## src/rtl/sr_btn_ctrl.sv

```systemverilog
// Push-button front end for an SR stage: synchronises and debounces SET/RESET buttons and
// turns each debounced press into a one-cycle s or r command, with conflict detection and lockout.
module sr_btn_ctrl #(
  parameter int unsigned DEB_CNT = 4,
  parameter int unsigned CNT_W   = 5,
  parameter int unsigned LOCK    = 8,
  parameter int unsigned LOCK_W  = 4
) (
  input  logic clk,
  input  logic n_rst,
  input  logic btn_set,
  input  logic btn_rst,
  output logic s,
  output logic r,
  output logic conflict,
  output logic busy
);

  typedef enum logic {StIdle, StHold} state_e;

  localparam logic [CNT_W-1:0]  DebLast  = CNT_W'(DEB_CNT - 1);
  localparam logic [LOCK_W-1:0] LockLoad = LOCK_W'(LOCK);

  // Channel 0 is SET, channel 1 is RESET.
  logic [1:0] btn_raw;
  logic [1:0] sync1_q, sync2_q;
  logic [1:0] stb_q, stb_d;
  logic [1:0] stb_dly_q;
  logic [1:0] press;
  logic [CNT_W-1:0] cnt_q [2];
  logic [CNT_W-1:0] cnt_d [2];

  state_e            state_q, state_d;
  logic [LOCK_W-1:0] lock_q, lock_d;
  logic              s_q, s_d;
  logic              r_q, r_d;
  logic              conflict_q, conflict_d;
  logic              pulse;

  assign btn_raw = {btn_rst, btn_set};

  always_comb begin
    for (int i = 0; i < 2; i++) begin
      stb_d[i] = stb_q[i];
      cnt_d[i] = '0;
      if (sync2_q[i] != stb_q[i]) begin
        if (cnt_q[i] == DebLast) begin
          stb_d[i] = sync2_q[i];
        end else begin
          cnt_d[i] = cnt_q[i] + 1'b1;
        end
      end
    end
  end

  assign press = stb_q & ~stb_dly_q;

  always_ff @(posedge clk or negedge n_rst) begin
    if (!n_rst) begin
      sync1_q   <= '0;
      sync2_q   <= '0;
      stb_q     <= '0;
      stb_dly_q <= '0;
      cnt_q[0]  <= '0;
      cnt_q[1]  <= '0;
    end else begin
      sync1_q   <= btn_raw;
      sync2_q   <= sync1_q;
      stb_q     <= stb_d;
      stb_dly_q <= stb_q;
      cnt_q[0]  <= cnt_d[0];
      cnt_q[1]  <= cnt_d[1];
    end
  end

  // The HOLD state also covers the command cycle itself; the countdown starts after it.
  assign pulse = s_q | r_q | conflict_q;

  always_comb begin
    state_d    = state_q;
    lock_d     = lock_q;
    s_d        = 1'b0;
    r_d        = 1'b0;
    conflict_d = 1'b0;
    unique case (state_q)
      StIdle: begin
        if (press != 2'b00) begin
          s_d        = (press == 2'b01);
          r_d        = (press == 2'b10);
          conflict_d = (press == 2'b11);
          if (LOCK != 0) begin
            state_d = StHold;
            lock_d  = LockLoad;
          end
        end
      end
      StHold: begin
        if (!pulse) begin
          if (lock_q <= LOCK_W'(1)) begin
            state_d = StIdle;
            lock_d  = '0;
          end else begin
            lock_d = lock_q - 1'b1;
          end
        end
      end
      default: begin
        state_d = StIdle;
        lock_d  = '0;
      end
    endcase
  end

  always_ff @(posedge clk or negedge n_rst) begin
    if (!n_rst) begin
      state_q    <= StIdle;
      lock_q     <= '0;
      s_q        <= 1'b0;
      r_q        <= 1'b0;
      conflict_q <= 1'b0;
    end else begin
      state_q    <= state_d;
      lock_q     <= lock_d;
      s_q        <= s_d;
      r_q        <= r_d;
      conflict_q <= conflict_d;
    end
  end

  assign s        = s_q;
  assign r        = r_q;
  assign conflict = conflict_q;
  assign busy     = (state_q == StHold) & ~pulse;

endmodule

```

## config.mk

```make
export PLATFORM = sky130hd
export DESIGN_NAME = sr_btn_ctrl
export DESIGN_NICKNAME = d
export VERILOG_FILES = /design/src/rtl/sr_btn_ctrl.sv
export SDC_FILE = /design/constraint.sdc
export NUM_CORES = 1
export LEC_CHECK = 0
export ABC_AREA = 1
export ABC_CLOCK_PERIOD_IN_PS = 1700
export CORE_MARGIN = 2
export CORE_UTILIZATION = 52
export DETAILED_ROUTE_END_ITERATION = 6
export PLACE_DENSITY = 0.74
export SYNTH_ARGS = -nofsm -noshare
export SYNTH_HDL_FRONTEND = slang
export SYNTH_SLANG_ARGS = --single-unit
```

## constraint.sdc

```tcl
create_clock -name clk -period 1.7 [get_ports clk]
set_input_delay 0.34 -clock clk [delete_from_list [all_inputs] [get_ports clk]]
set_output_delay 0.34 -clock clk [all_outputs]
set_load 0.05 [all_outputs]
```

==> flow_summary.ini <==
[critical_path]
r2r-end = lock_q[0]
path_cells = inv_1, nand4_4, clkinv_2, buf_12
crit_required_ns = 1.36
crit_start = conflict
crit_type = reg -> out
reg2reg_from = lock_q[0]
setup.worst_path.end_class = primary output
worstSetupStartpointType = flip-flop
rrSetupSlack_ns = 0.48
endpoint = busy
max_stage_delay_ns = 0.41
critPathMaxFanout = 6
arrival_ns = 1.24
cp_slowest_cell = dfrtp_1
reg2reg_depth = 7

[sta]
hold_viol_final = 0
fin_crit_sh_pct = 92.7
period_needed_ns = 1.58
fmax_mhz = 634
slew_viol_final = 0
finalClockSkew_ns = 0.00548
rsz0062_at_grt = false
totalNegativeSetupSlack_ns = 0
worst_pin_slew_ns = 0.355
slew_headroom_pct = 76.2
setup_violations = 0
setup_ws_ns = 0.124

[clock_network]
path_clk_slew_ns = 0.13
cts_root_buf = clkbuf_4
insertion_delay_ns = 0.32
post-cts-setup-buffers = 0
clock-sinks = 26
cts_tree = built
clockBufferDepth = 2
cts_resized = 0
numCtsBuffers = 3
htreeDepth = 1
ctsHoldBuffers = 0

[global_routing]
track_usage_pct = 16.0
grt_pass1_wl_mm = 3.04
grt_max_degree = 27
grt_pass1_vias = 753
grt_overflow = 0
antenna_found_initial = 0

[synth]
synthArstFlopShare_pct = 100
synth-seq-cells = 26
yosysTopAreaCellShare_pct = 57.8
synth.distinct_cells = 22
synth_ff_type = dfrtp_1
syn_area_per_cell_sq_um = 10.0
yosysSeqAreaShare_pct = 57.8
synth_area_leader_cell = dfrtp_1
synth_cells = 112
synth.area.top_cells = dfrtp_1, nand3_1, nor2_1
synth_edf_count = 0
ys_warn_count = 0
syn-cell-area_sq_um = 1120
synth_fp_nets = 120

[final_layout]
antenna_cells = 0
num-nets-final = 133
final_common_cell = dfrtp_1
area_growth_syn_to_layout_pct = 14.8
mostFrequentLayoutCells = dfrtp_1, nor2_1, nand2_1
final_layout_size_suffix_gt1_share_pct = 12.9

[floorplanning]
num_rows = 16
core_region_area_sq_um = 2000
start_util_pct = 56.2
dieArea_sq_um = 2550
io_pins = 8
die_height_microns = 50.5
dieWidth_microns = 50.5

[drt]
num_vias = 765
ant_nets = 0
dr.first_iter.drc_count = 8
drt-pass1-iter-count = 4
routedWlPerCell_microns = 11.1
drt-total-wl_mm = 1.68
vias_per_cell = 5.07
drc = 0

[placement]
pre_cts_ws_ns = 0.486
port_buffers = 7
dp_hpwl_mm = 1.28
gp_congestion = 0.778

[pwr]
power.density_nw_per_um2 = 1850
p_total_mw = 2.39
peakVddDrop_uv = 1110
p_leak_nw = 0.604

[worst_hold_path]
hold_class = in -> async

[outcome]
status = finished, final reports clean

[job]
maxCapViolCount = 0
==> synth_stat cells, types with 2 or more instances <==
cell type / n
ha_1: 4
nand3_1: 12
xnor2_1: 4
xor2_1: 2
nor2_1: 16
o21ai_1: 2
nand2b_1: 2
a21oi_1: 5
inv_1: 12
o21ai_0: 2
dfrtp_1: 26
nand4_1: 3
nand2_1: 13
==> layout make-up <==
type / instances / area [sq um]
Tap cell: 27 / 33.8
Inverter: 14 / 53.8
Clock inverter: 1 / 30.0
Fill cell: 172 / 711
Multi-Input combinational cell: 72 / 420
Clock buffer: 3 / 22.5
Timing Repair Buffer: 8 / 80.1
Sequential cell: 26 / 651
==> critical path, delay by kind of cell (launching register included) <==
kind / cells / cell delay, ns
AND/OR/NAND/NOR: 1 / 0.15
buffers and inverters: 3 / 0.37
flip-flops: 1 / 0.41
==> power by group <==
group          internal (mW)  switching [mW]
Sequential             0.802           0.161
Clock                  0.238           0.169
Combinational          0.401           0.615
Total                   1.44           0.946
==> routing by layer <==
metal | part of all wire (%) | up-vias | global-route usage [%]
li1 | - | 384 | -
met4 | 1.3 | 0 | 5.86
met5 | 0 | - | 0
met1 | 44 | 361 | 18.2
met2 | 49 | 15 | 27.4
met3 | 5.5 | 5 | 5.95
==> flip-flops by register name (all words and copies together) (netlist names) <==
register   cells
stb_q          2
conflict       1
lock_q         4
s              1
stb_dly_q      2
cnt_q         10
r              1
sync2_q        2
state_q        1
sync1_q        2
==> logic make-up (layout without fill, tap and decap cells) <==
kind of cell / Yosys count / count (layout) / share of synthesized area (%)
flops: 26 / 26 / 57.8
xor+xnor: 6 / 6 / 4.67
compound gates: 10 / 10 / 5.45
fa+ha+maj: 4 / 4 / 4.45
buf+inv: 14 / 26 / 4.78
simple gates: 52 / 52 / 22.8
==> through the flow <==
step           util (%)  cells  area [sq um]  hold WS (ns)
2_1_floorplan         -    112          1120        0.0444
3_3_place_gp       61.9    147          1240         0.335
3_5_place_dp       61.9    147          1240         0.346
4_1_cts            64.5    151          1290         0.355
5_1_grt            64.5    151          1290         0.373
6_report           64.5    151          1290         0.367
==> how the worst min path moves through the flow <==
stage / start / endpoint / slack (ns) / cells past startpoint
6_report: n_rst / stb_q[1] / 0.37 / 2
3_3_place_gp: sync1_q[1] / sync2_q[1] / 0.33 / 0
2_1_floorplan: n_rst / cnt_q[0] / 0.04 / 0
4_1_cts: n_rst / lock_q[0] / 0.35 / 2
5_1_grt: n_rst / stb_q[1] / 0.37 / 2
3_5_place_dp: sync1_q[1] / sync2_q[1] / 0.35 / 0
Note: power is estimated with default switching activity, not from simulation.
